[config.mk]
export PLATFORM = sky130hd
export DESIGN_NAME = conv_bitplane_accum
export DESIGN_NICKNAME = d
export VERILOG_FILES = /design/src/rtl/conv_bitplane_accum_pkg.sv /design/src/rtl/conv_plane_select.sv /design/src/rtl/conv_bitplane_accum.sv
export SDC_FILE = /design/constraint.sdc
export NUM_CORES = 1
export LEC_CHECK = 0
export ABC_AREA = 1
export CAP_MARGIN = 0
export CORE_AREA = 10 10 73 106
export CTS_BUF_LIST = sky130_fd_sc_hd__clkbuf_16
export DETAILED_ROUTE_END_ITERATION = 10
export DIE_AREA = 0 0 83 116
export GPL_ROUTABILITY_DRIVEN = 1
export GPL_TIMING_DRIVEN = 0
export PLACE_DENSITY = 0.72
export SKIP_CTS_REPAIR_TIMING = 1
export SYNTH_ARGS = -nofsm -noshare
export SYNTH_HDL_FRONTEND = slang
export SYNTH_SLANG_ARGS = --single-unit
[constraint.sdc]
create_clock -name clk -period 2.25 [get_ports clk]
set_input_delay 0.3375 -clock clk [delete_from_list [all_inputs] [get_ports clk]]
set_output_delay 0.3375 -clock clk [all_outputs]
set_load 0.005 [all_outputs]
[src/rtl/conv_bitplane_accum_pkg.sv]
// Shared definitions for the conv bit-slice sequencers: state encoding,
// default pixel width and the LUT interface geometry.
package conv_bitplane_accum_pkg;

  typedef enum logic [1:0] {
    IDLE  = 2'd0,
    SLICE = 2'd1,
    DONE  = 2'd2
  } conv_state_t;

  localparam int PIX_W_DEF = 8;
  localparam int LUT_IN    = 4;
  localparam int LUT_OUT_W = 2;

  // Max sum is 3*(2^pix_w-1), which fits in pix_w+2 bits.
  function automatic int acc_width(input int pix_w);
    return pix_w + LUT_OUT_W;
  endfunction

endpackage

[src/rtl/conv_plane_select.sv]
// Picks bit idx out of each of the LUT_IN packed pixels; pixel n sits at
// [n*PIX_W +: PIX_W] and lands on sel[n].
module conv_plane_select
  import conv_bitplane_accum_pkg::*;
#(
  parameter int PIX_W = PIX_W_DEF,
  parameter int CNT_W = 3
) (
  input  logic [LUT_IN*PIX_W-1:0] pix,
  input  logic [CNT_W-1:0]        idx,
  output logic [LUT_IN-1:0]       sel
);

  always_comb begin
    sel = '0;
    for (int n = 0; n < LUT_IN; n++) begin
      sel[n] = pix[n*PIX_W + int'(idx)];
    end
  end

endmodule

[src/rtl/conv_bitplane_accum.sv]
// Bit-plane sequencer: walks four pixels MSB plane first through the conv
// bit-slice LUT and shift-accumulates the 2-bit LUT results.
//
// state | meaning
// IDLE  | waiting for a pixel group, in_ready=1
// SLICE | one plane per cycle, planes PIX_W-1..0, LUT result accumulated
// DONE  | result held on out_data until out_ready; may take next group
module conv_bitplane_accum
  import conv_bitplane_accum_pkg::*;
#(
  parameter int PIX_W = PIX_W_DEF,
  parameter int ACC_W = acc_width(PIX_W),
  parameter int CNT_W = 3
) (
  input  logic                    clk,
  input  logic                    rst_n,
  input  logic                    in_valid,
  output logic                    in_ready,
  input  logic [LUT_IN*PIX_W-1:0] in_pix,
  output logic                    plane_bit_1,
  output logic                    plane_bit_2,
  output logic                    plane_bit_3,
  output logic                    plane_bit_4,
  output logic [CNT_W-1:0]        plane_idx,
  output logic                    plane_valid,
  input  logic [LUT_OUT_W-1:0]    lut_dout,
  output logic                    out_valid,
  input  logic                    out_ready,
  output logic [ACC_W-1:0]        out_data
);

  localparam logic [CNT_W-1:0] TOP_PLANE = CNT_W'(PIX_W - 1);

  conv_state_t              state;
  logic [LUT_IN*PIX_W-1:0]  pix_q;
  logic [ACC_W-1:0]         acc;
  logic [LUT_IN-1:0]        sel;

  conv_plane_select #(
    .PIX_W (PIX_W),
    .CNT_W (CNT_W)
  ) u_plane_select (
    .pix (pix_q),
    .idx (plane_idx),
    .sel (sel)
  );

  // Gating with plane_valid keeps idle LUT reads at address 0.
  assign plane_bit_1 = sel[0] & plane_valid;
  assign plane_bit_2 = sel[1] & plane_valid;
  assign plane_bit_3 = sel[2] & plane_valid;
  assign plane_bit_4 = sel[3] & plane_valid;

  assign in_ready = (state == IDLE) || ((state == DONE) && out_ready);
  assign out_data = acc;

  always_ff @(posedge clk or negedge rst_n) begin
    if (!rst_n) begin
      state       <= IDLE;
      pix_q       <= '0;
      acc         <= '0;
      plane_idx   <= TOP_PLANE;
      plane_valid <= 1'b0;
      out_valid   <= 1'b0;
    end else begin
      case (state)
        IDLE: begin
          if (in_valid) begin
            pix_q       <= in_pix;
            acc         <= '0;
            plane_idx   <= TOP_PLANE;
            plane_valid <= 1'b1;
            state       <= SLICE;
          end
        end
        SLICE: begin
          acc <= (acc << 1) + {{(ACC_W-LUT_OUT_W){1'b0}}, lut_dout};
          if (plane_idx == '0) begin
            plane_idx   <= TOP_PLANE;
            plane_valid <= 1'b0;
            out_valid   <= 1'b1;
            state       <= DONE;
          end else begin
            plane_idx <= plane_idx - CNT_W'(1);
          end
        end
        DONE: begin
          if (out_ready) begin
            out_valid <= 1'b0;
            if (in_valid) begin
              pix_q       <= in_pix;
              acc         <= '0;
              plane_idx   <= TOP_PLANE;
              plane_valid <= 1'b1;
              state       <= SLICE;
            end else begin
              state <= IDLE;
            end
          end
        end
        default: begin
          plane_valid <= 1'b0;
          out_valid   <= 1'b0;
          state       <= IDLE;
        end
      endcase
    end
  end

endmodule

==> results of run 1 <==
[power breakdown]
group | switching, uW | internal (uW)
registers | 223 | 1310
clock network | 295 | 400
logic | 1290 | 1080
[cell type report]
cell class | count | area, um2 | area share (%)
Multi-Input combinational cell | 209 | 1090 | 31.3
Clock buffer | 5 | 125 | 3.58
Tap cell | 72 | 90.1 | 2.58
Buffer | 13 | 140 | 4.01
Timing Repair Buffer | 61 | 616 | 17.6
Clock inverter | 3 | 11.3 | 0.322
Inverter | 49 | 190 | 5.44
Sequential cell | 49 | 1230 | 35.2
[critical path, stage by stage, from the launching register on]
cell and delay, ns:
sky130_fd_sc_hd__dfstp_2 0.55, sky130_fd_sc_hd__buf_6 0.14, sky130_fd_sc_hd__inv_4 0.07, sky130_fd_sc_hd__buf_6 0.15
sky130_fd_sc_hd__nand2_1 0.06, sky130_fd_sc_hd__nand3_1 0.07, sky130_fd_sc_hd__nand3_1 0.07, sky130_fd_sc_hd__nand2_1 0.07
sky130_fd_sc_hd__nor2_2 0.10, sky130_fd_sc_hd__clkdlybuf4s50_1 0.51
[placed cells by master (no fill, tap or decap)]
| cell | instances |
|---|---|
| sky130_fd_sc_hd__a21oi_1 | 6 |
| sky130_fd_sc_hd__a21oi_2 | 31 |
| sky130_fd_sc_hd__buf_12 | 1 |
| sky130_fd_sc_hd__buf_2 | 2 |
| sky130_fd_sc_hd__buf_4 | 4 |
| sky130_fd_sc_hd__buf_6 | 6 |
| sky130_fd_sc_hd__buf_8 | 1 |
| sky130_fd_sc_hd__clkbuf_1 | 1 |
| sky130_fd_sc_hd__clkbuf_16 | 5 |
| sky130_fd_sc_hd__clkbuf_8 | 3 |
| sky130_fd_sc_hd__clkdlybuf4s50_1 | 53 |
| sky130_fd_sc_hd__clkinv_1 | 1 |
| sky130_fd_sc_hd__clkinvlp_4 | 1 |
| sky130_fd_sc_hd__dfrtp_1 | 46 |
| sky130_fd_sc_hd__dfstp_2 | 3 |
| sky130_fd_sc_hd__dlymetal6s2s_1 | 3 |
| sky130_fd_sc_hd__ha_1 | 4 |
| sky130_fd_sc_hd__inv_1 | 47 |
| sky130_fd_sc_hd__inv_2 | 2 |
| sky130_fd_sc_hd__inv_4 | 1 |
| sky130_fd_sc_hd__nand2_1 | 71 |
| sky130_fd_sc_hd__nand2_4 | 2 |
| sky130_fd_sc_hd__nand3_1 | 34 |
| sky130_fd_sc_hd__nand3_4 | 1 |
| sky130_fd_sc_hd__nand3b_1 | 1 |
| sky130_fd_sc_hd__nor2_1 | 39 |
| sky130_fd_sc_hd__nor2_2 | 8 |
| sky130_fd_sc_hd__o21ai_0 | 9 |
| sky130_fd_sc_hd__o21ai_1 | 1 |
| sky130_fd_sc_hd__o22ai_1 | 2 |
[how the worst min path moves through the flow]
| stage | start | end | slack, ns | depth (start not counted) |
|---|---|---|---|---|
| after global routing | rst_n | pix_q[4]$_DFFE_PN0P_ | 0.05 | 1 |
| after global placement | pix_q[10]$_DFFE_PN0P_ | pix_q[10]$_DFFE_PN0P_ | 0.49 | 2 |
| final | rst_n | pix_q[4]$_DFFE_PN0P_ | 0.02 | 1 |
| after detailed placement | rst_n | pix_q[4]$_DFFE_PN0P_ | 0.33 | 1 |
| after CTS | rst_n | pix_q[4]$_DFFE_PN0P_ | 0.03 | 1 |
| after floorplan | rst_n | out_data[0]$_DFFE_PN0P_ | 0.04 | 0 |
[routing by layer]
metal / part of all wire (%) / wire (um) / global-route usage, % / vias up
li1: - / - / - / 1134
met1: 42 / 2720 / 15.0 / 1054
met2: 51 / 3250 / 24.2 / 57
met3: 5.7 / 363 / 4.35 / 8
met4: 1.3 / 82 / 4.10 / 0
met5: 0 / 0 / 0 / -
[cells in the mapped netlist (all sizes together)]
master  number  area share (%)
o22ai        2            0.47
nand3b       1            0.28
nand2       73              11
clkinv       1            0.14
dfstp        3             3.0
o21ai       10             1.9
dfrtp       46              44
ha           4             1.9
inv         48             6.8
nand3       35             7.1
clkbuf       4             1.7
a21oi       37              11
nor2        47             7.3
buf          9             3.5
[flip-flops by register name (all words and copies together), names as in the netlist]
name / cells
out_data: 10
pix_q: 32
out_valid: 1
plane_idx: 3
plane_valid: 1
state: 2
[logic make-up (layout without fill, tap and decap cells)]
family | after synthesis | after routing | share of synthesized area, %
AOI/OAI and AO/OA | 49 | 49 | 13.8
adders and majority gates | 4 | 4 | 1.89
buffers and inverters | 62 | 131 | 12.1
DFF | 49 | 49 | 46.5
and+or+nand+nor | 156 | 156 | 25.7
[per-stage QoR]
| stage | power (uW) | std cells | setup slack [ns] | utilization [%] |
|---|---|---|---|---|
| after floorplan | 3010 | 320 | 0.737 | - |
| after global placement | 3830 | 449 | -0.621 | 57.1 |
| after detailed placement | 3890 | 450 | 0.00427 | 57.4 |
| after CTS | 4600 | 458 | -0.302 | 59.7 |
| after global routing | 5000 | 461 | -0.281 | 60.4 |
| final | 4600 | 461 | -0.158 | 60.4 |
==> metrics.log, run 1 <==
INFO  metric die_area = 9630 um2
INFO  metric ys_warn_count = 0
INFO  metric core.rowCount = 34
INFO  metric die_x = 83 um
INFO  metric avgRoutedWirePerCell = 13.9 um
INFO  metric fin_skew = 0.00484 ns
INFO  metric status = complete, but fails checks
INFO  metric worst_setup_startpoint = plane_idx[0]$_DFFE_PN1P_
INFO  metric max-vdd-ir-drop = 0.000885 V
INFO  metric remaining_drc_errors = 0
INFO  metric cts_buffers = 5
INFO  metric first_pass_grt_wire_length = 11100 um
INFO  metric failed_checks = setup timing
INFO  metric root_buffer = sky130_fd_sc_hd__clkbuf_16
INFO  metric grt_antenna_before_repair = 0
INFO  metric synthesis.area = 2640 um2
INFO  metric final_cell_area = 3500 um2
INFO  metric place.gp.congestion = 0.796
INFO  metric syn-instance-count = 320
INFO  metric drt-pass1-iter-count = 4
INFO  metric proportion_of_layout_cells_with_a_drive_suffix_above_1 = 18.3%
INFO  metric global_router_s_overall_resource_usage = 13.5%
INFO  metric finalWorstPathRequiredPeriod = 2.41 ns
INFO  metric synthDistinctLibCells = 24
INFO  metric fin_setup_tns = -0.158 ns
INFO  metric placement.io_buffers = 57
INFO  metric worstHoldPathType = in2async
INFO  metric synth_seq_area_share = 46.5%
INFO  metric crit_end = plane_bit_2
INFO  metric power_density = 1320 nW/um2
INFO  metric detail-route-antenna-nets = 0
INFO  metric fp.dieH = 116 um
INFO  metric dpl-instance-area = 3320 um2
INFO  metric first_global_vias = 2400
INFO  metric area.growth.synth_to_final = 32.3%
INFO  metric final.period_utilization = 107%
INFO  metric maxClockFrequency = 0.415 GHz
INFO  metric tritoncts = done
INFO  metric placeableCoreArea = 5790 um2
INFO  metric max_cap_violations = 0
INFO  metric synth.avg_cell_area = 8.26 um2
INFO  metric finalHoldViolCount = 0
INFO  metric worst-setup-path-type = reg2out
INFO  metric setup.worst_path.start_class = flip-flop
INFO  metric worst-r2r-setup-slack = 0.44 ns
INFO  metric crit_path_end_kind = output port
INFO  metric fillCellCount = 554
INFO  metric detail_route.wirelength = 6420 um
INFO  metric r2r-end = plane_valid$_DFFE_PN0P_
INFO  metric maxSlewViolCount = 0
INFO  metric power.leakage = 0.00173 uW
INFO  metric clock_insertion_delay_worst_skew = 0.28 ns
INFO  metric maxSlewHeadroom = 65.5%
INFO  metric detailed_place_hpwl = 4780 um
INFO  metric r2r-start = plane_idx[1]$_DFFE_PN1P_
INFO  metric crit_required = 1.91 ns
INFO  metric synthesis.nets = 362
INFO  metric antenna-diode-count = 0
INFO  metric routed-via-count = 2253
INFO  metric layout_setup_ws = -0.158 ns
INFO  metric path_clk_slew = 0.06 ns
INFO  metric fin_worst_hold_slack = 0.0184 ns
INFO  metric timing.critical_path.fanout_max = 11
INFO  metric grt.overflow.total = 0
INFO  metric ctsLongestPathBuffers = 2
INFO  metric cp_data_arrival_time = 2.07 ns
INFO  metric grt_start_max_net_pins = 30
INFO  metric start_util = 45.7%
INFO  metric clkSinkCount = 49
INFO  metric grt_setup_unrepaired = true
INFO  metric tightestPinTransition = 0.518 ns
INFO  metric ios = 58
INFO  metric drt_first_iter_violations = 103
INFO  metric via_per_inst = 4.89
INFO  metric setup_viol = 1
INFO  metric cts-htree-levels = 2
INFO  metric postSynthRegisterBits = 49
INFO  metric finish.net_count = 430
INFO  metric worstRegToRegCells = 9
(Power assumes the default switching activity.)
==> run 2, diff against run 1 <==
Settings changed: CTS_CLUSTER_DIAMETER set to 60, SYNTH_HIERARCHICAL set to 1.
==> metrics.log, run 2 <==
INFO  metric status = complete, no violations
INFO  metric first_global_vias = 2479 (+3.3%)
INFO  metric setup.worst_path.start_class = flip-flop
INFO  metric antenna-diode-count = 0 (unchanged)
INFO  metric dpl-instance-area = 3290 um2 (-0.98%)
INFO  metric non_filler_instance_count_after_layout = 508 (+10%)
INFO  metric grt.overflow.total = 0 (unchanged)
INFO  metric start_util = 45.1% (-0.56 points)
INFO  metric die_x = 83 um (unchanged)
INFO  metric avgRoutedWirePerCell = 13.0 um (-6.3%)
INFO  metric synthFlopType = sky130_fd_sc_hd__dfrtp_1
INFO  metric most_common_cell_after_layout_fill_and_taps_aside = sky130_fd_sc_hd__nand2_1
INFO  metric synthDominantCellAreaShare = 44.1% (+0.54 points)
INFO  metric final_cell_area = 3500 um2 (about the same)
INFO  metric clkSinkCount = 49 (unchanged)
INFO  metric routed-via-count = 2442 (+8.4%)
INFO  metric tightestPinTransition = 0.340 ns (-0.178 ns)
INFO  metric grt_setup_unrepaired = false
INFO  metric final.period_utilization = 91.0% (-16 points)
INFO  metric placeableCoreArea = 5790 um2 (unchanged)
INFO  metric yosys-top-cells-area = sky130_fd_sc_hd__dfrtp_1, sky130_fd_sc_hd__nand2_1, sky130_fd_sc_hd__nand3_1, sky130_fd_sc_hd__inv_1, sky130_fd_sc_hd__dfstp_2
INFO  metric timing.critical_path.slowest_stage_cell = sky130_fd_sc_hd__dfstp_2
INFO  metric hold_path_depth = 2
INFO  metric worstHoldPathType = reg2reg
INFO  metric placedCellCount = 495 (+10%)
INFO  metric synth.most_common_cell = sky130_fd_sc_hd__nand2_1
INFO  metric place.gp.congestion = 0.833 (+4.6%)
INFO  metric grt_antenna_before_repair = 0 (unchanged)
INFO  metric largest_register_ffs = 32 (unchanged)
INFO  metric power_density = 1290 nW/um2 (-1.9%)
INFO  metric drt-pass1-iter-count = 4 (unchanged)
INFO  metric grt_start_max_net_pins = 38 (+27%)
INFO  metric max-vdd-ir-drop = 0.000801 V (-9.4%)
INFO  metric cts-htree-levels = 2 (unchanged)
INFO  metric crit_path_end_kind = output port
INFO  metric fin_skew = 0.00471 ns (-0.000130 ns)
INFO  metric area.growth.synth_to_final = 34.0%
INFO  metric met3RoutedLength = 307 um (-15%)
INFO  metric path_clk_slew = 0.06 ns (about the same)
INFO  metric first_pass_grt_wire_length = 11300 um (+2.0%)
INFO  metric layout.core_utilization = 60.5% (about the same)
INFO  metric synth_enable_flop_cells = 0 (unchanged)
INFO  metric detail-route-antenna-nets = 0 (unchanged)
INFO  metric ios = 58 (unchanged)
INFO  metric syn-instance-count = 365 (+14%)
INFO  metric cts_buffers = 5 (unchanged)
INFO  metric crit_required = 1.91 ns (about the same)
INFO  metric topRoutingLayerUsed = met4
INFO  metric hold_path_startpoint = pix_q[13]$_DFFE_PN0P_
INFO  metric synthesis.area = 2610 um2 (-1.2%)
INFO  metric ys_warn_count = 6 (+6)
INFO  metric met2RoutedLength = 3490 um (+7.4%)
INFO  metric postSynthRegisterBits = 49 (unchanged)
INFO  metric synthDistinctLibCells = 20 (-17%)
INFO  metric library_cell_with_the_largest_summed_area_after_synthesis = sky130_fd_sc_hd__dfrtp_1
INFO  metric root_buffer = sky130_fd_sc_hd__clkbuf_16
INFO  metric power.leakage = 0.00196 uW (+13%)
INFO  metric finalWorstPathRequiredPeriod = 2.05 ns (-0.361 ns)
INFO  metric max_cap_violations = 0 (unchanged)
INFO  metric worst-setup-path-type = reg2out
INFO  metric drt_first_iter_violations = 185 (+80%)
INFO  metric synth.avg_cell_area = 7.15 um2 (-13%)
INFO  metric wirelength_met1 = 2730 um (+0.40%)
INFO  metric proportion_of_layout_cells_with_a_drive_suffix_above_1 = 10.3% (-7.9 points)
INFO  metric worst_setup_startpoint = plane_idx[1]$_DFFE_PN1P_
INFO  metric via_per_inst = 4.81 (-1.6%)
INFO  metric critPathMaxStageDelay = 0.55 ns (about the same)
INFO  metric global_router_s_overall_resource_usage = 13.9% (+0.36 points)
INFO  metric maxClockFrequency = 0.488 GHz (+18%)
INFO  metric r2r-end = state[1]$_DFFE_PN0P_
INFO  metric synthesis.nets = 407 (+12%)
INFO  metric detailed_place_hpwl = 5030 um (+5.1%)
INFO  metric maxSlewHeadroom = 77.3% (+12 points)
INFO  metric cpMostUsedCell = sky130_fd_sc_hd__nand2_1
INFO  metric fillCellCount = 563 (+1.6%)
INFO  metric core.rowCount = 34 (unchanged)
INFO  metric largest_register = pix_q
INFO  metric worst-r2r-setup-slack = 0.67 ns (+0.23 ns)
INFO  metric fp.dieH = 116 um (unchanged)
INFO  metric die_area = 9630 um2 (unchanged)
INFO  metric timing.critical_path.fanout_max = 9 (-2)
INFO  metric finish.net_count = 477 (+11%)
INFO  metric synth_seq_area_share = 47.1% (+0.58 points)
INFO  metric ctsLongestPathBuffers = 2 (unchanged)
INFO  metric fin_setup_tns = 0 ns (+0.158 ns)
INFO  metric layout_setup_ws = 0.203 ns (+0.361 ns)
INFO  metric r2r-start = plane_idx[0]$_DFFE_PN1P_
INFO  metric finalHoldViolCount = 0 (unchanged)
INFO  metric setup_viol = 0 (-1)
INFO  metric maxSlewViolCount = 0 (unchanged)
INFO  metric remaining_drc_errors = 0 (unchanged)
INFO  metric tritoncts = done
INFO  metric crit_chain = buf_2 -> inv_2 -> nand3_1 -> nand2_1 -> nand2_1 -> nand2_1 -> nand2_1 -> inv_1 -> dlymetal6s2s_1
INFO  metric detail_route.wirelength = 6620 um (+3.2%)
INFO  metric final_cell_mix = sky130_fd_sc_hd__nand2_1, sky130_fd_sc_hd__nand3_1, sky130_fd_sc_hd__clkdlybuf4s50_1, sky130_fd_sc_hd__dfrtp_1, sky130_fd_sc_hd__inv_1
INFO  metric placement.io_buffers = 57 (unchanged)
INFO  metric worstRegToRegCells = 8 (-1)
INFO  metric clock_insertion_delay_worst_skew = 0.28 ns (about the same)
INFO  metric min_delay_worst_endpoint = pix_q[13]$_DFFE_PN0P_
INFO  metric cp_data_arrival_time = 1.71 ns (-0.36 ns)
INFO  metric dp_worst_setup_slack = 0.126 ns (+0.122 ns)
INFO  metric post_synth_most_frequent_cells = sky130_fd_sc_hd__nand2_1, sky130_fd_sc_hd__nand3_1, sky130_fd_sc_hd__dfrtp_1, sky130_fd_sc_hd__inv_1, sky130_fd_sc_hd__nor2_1
INFO  metric async_flop_share = 100% (unchanged)
[run 2: worst max path at each step]
stage,endpoint,slack [ns],cells after the start
after CTS,plane_bit_3,-0.19,11
after detailed placement,plane_bit_3,0.13,11
after global placement,pix_q[25]$_DFFE_PN0P_,-0.62,1
final,plane_bit_3,0.20,9
after floorplan,plane_bit_1,0.74,10
after global routing,plane_bit_4,0.07,9
[run 2: per-layer routing]
layer  global-route usage, %  up-vias
met1                    14.9     1125
li1                        -     1253
met2                    25.4       56
met4                    5.13        0
met5                       0        -
met3                    3.93        8
[run 2: critical path: cells and delay by family, from the launching register on]
kind                   cells  cell delay, ns
flip-flops                 1            0.55
buffers and inverters      4            0.53
AND/OR/NAND/NOR            5            0.34
[run 2: layout make-up]
type                    count  area (um2)  area share [%]
repair buffers             63         636            18.2
multi-input cells         246        1070            30.7
clock inverters             3        37.5            1.07
flip-flops and latches     49        1230            35.2
clock buffers               5         125            3.58
plain buffers              15        98.8            2.83
well taps                  72        90.1            2.58
inverters                  55         209            5.97
[run 2: through the flow]
stage                     total power [uW]  hold slack, ns
final                                 4510           0.469
after detailed placement              3670           0.257
after global placement                3610           0.455
after floorplan                       2870          0.0419
after CTS                             4520         -0.0433
after global routing                  4930           0.497
[run 2: logic make-up after synthesis]
| logic type | Yosys count | synth area share (%) |
|---|---|---|
| AO/OA/AOI/OAI | 15 | 3.02 |
| buffers and inverters | 70 | 11.8 |
| flip-flops | 49 | 47.1 |
| AND/OR/NAND/NOR | 227 | 36.1 |
| adder cells (fa/ha/maj) | 4 | 1.92 |
[run 2: where the power goes]
group          internal [uW]  switching [uW]  leakage, uW
clock                    517             316    0.0000826
sequential              1300             304     0.000611
combinational            945            1140      0.00126
total                   2760            1760      0.00196
==> run 3, diff against run 2 <==
Settings changed: CAP_MARGIN 0 to 15.
Clock period 2.25 ns to 2.5 ns, I/O delays scaled along.
==> results of run 3 <==
Same layout as run 2 (identical final DEF). Status: complete, no violations.
Main changes from that run: setup slack after placement 0.126 ns -> 0.339 ns; setup slack after layout 0.203 ns -> 0.415 ns; register-to-register setup slack 0.67 ns -> 0.92 ns; total power 4510 uW -> 4060 uW; worst IR drop on VDD 0.000801 V -> 0.000721 V
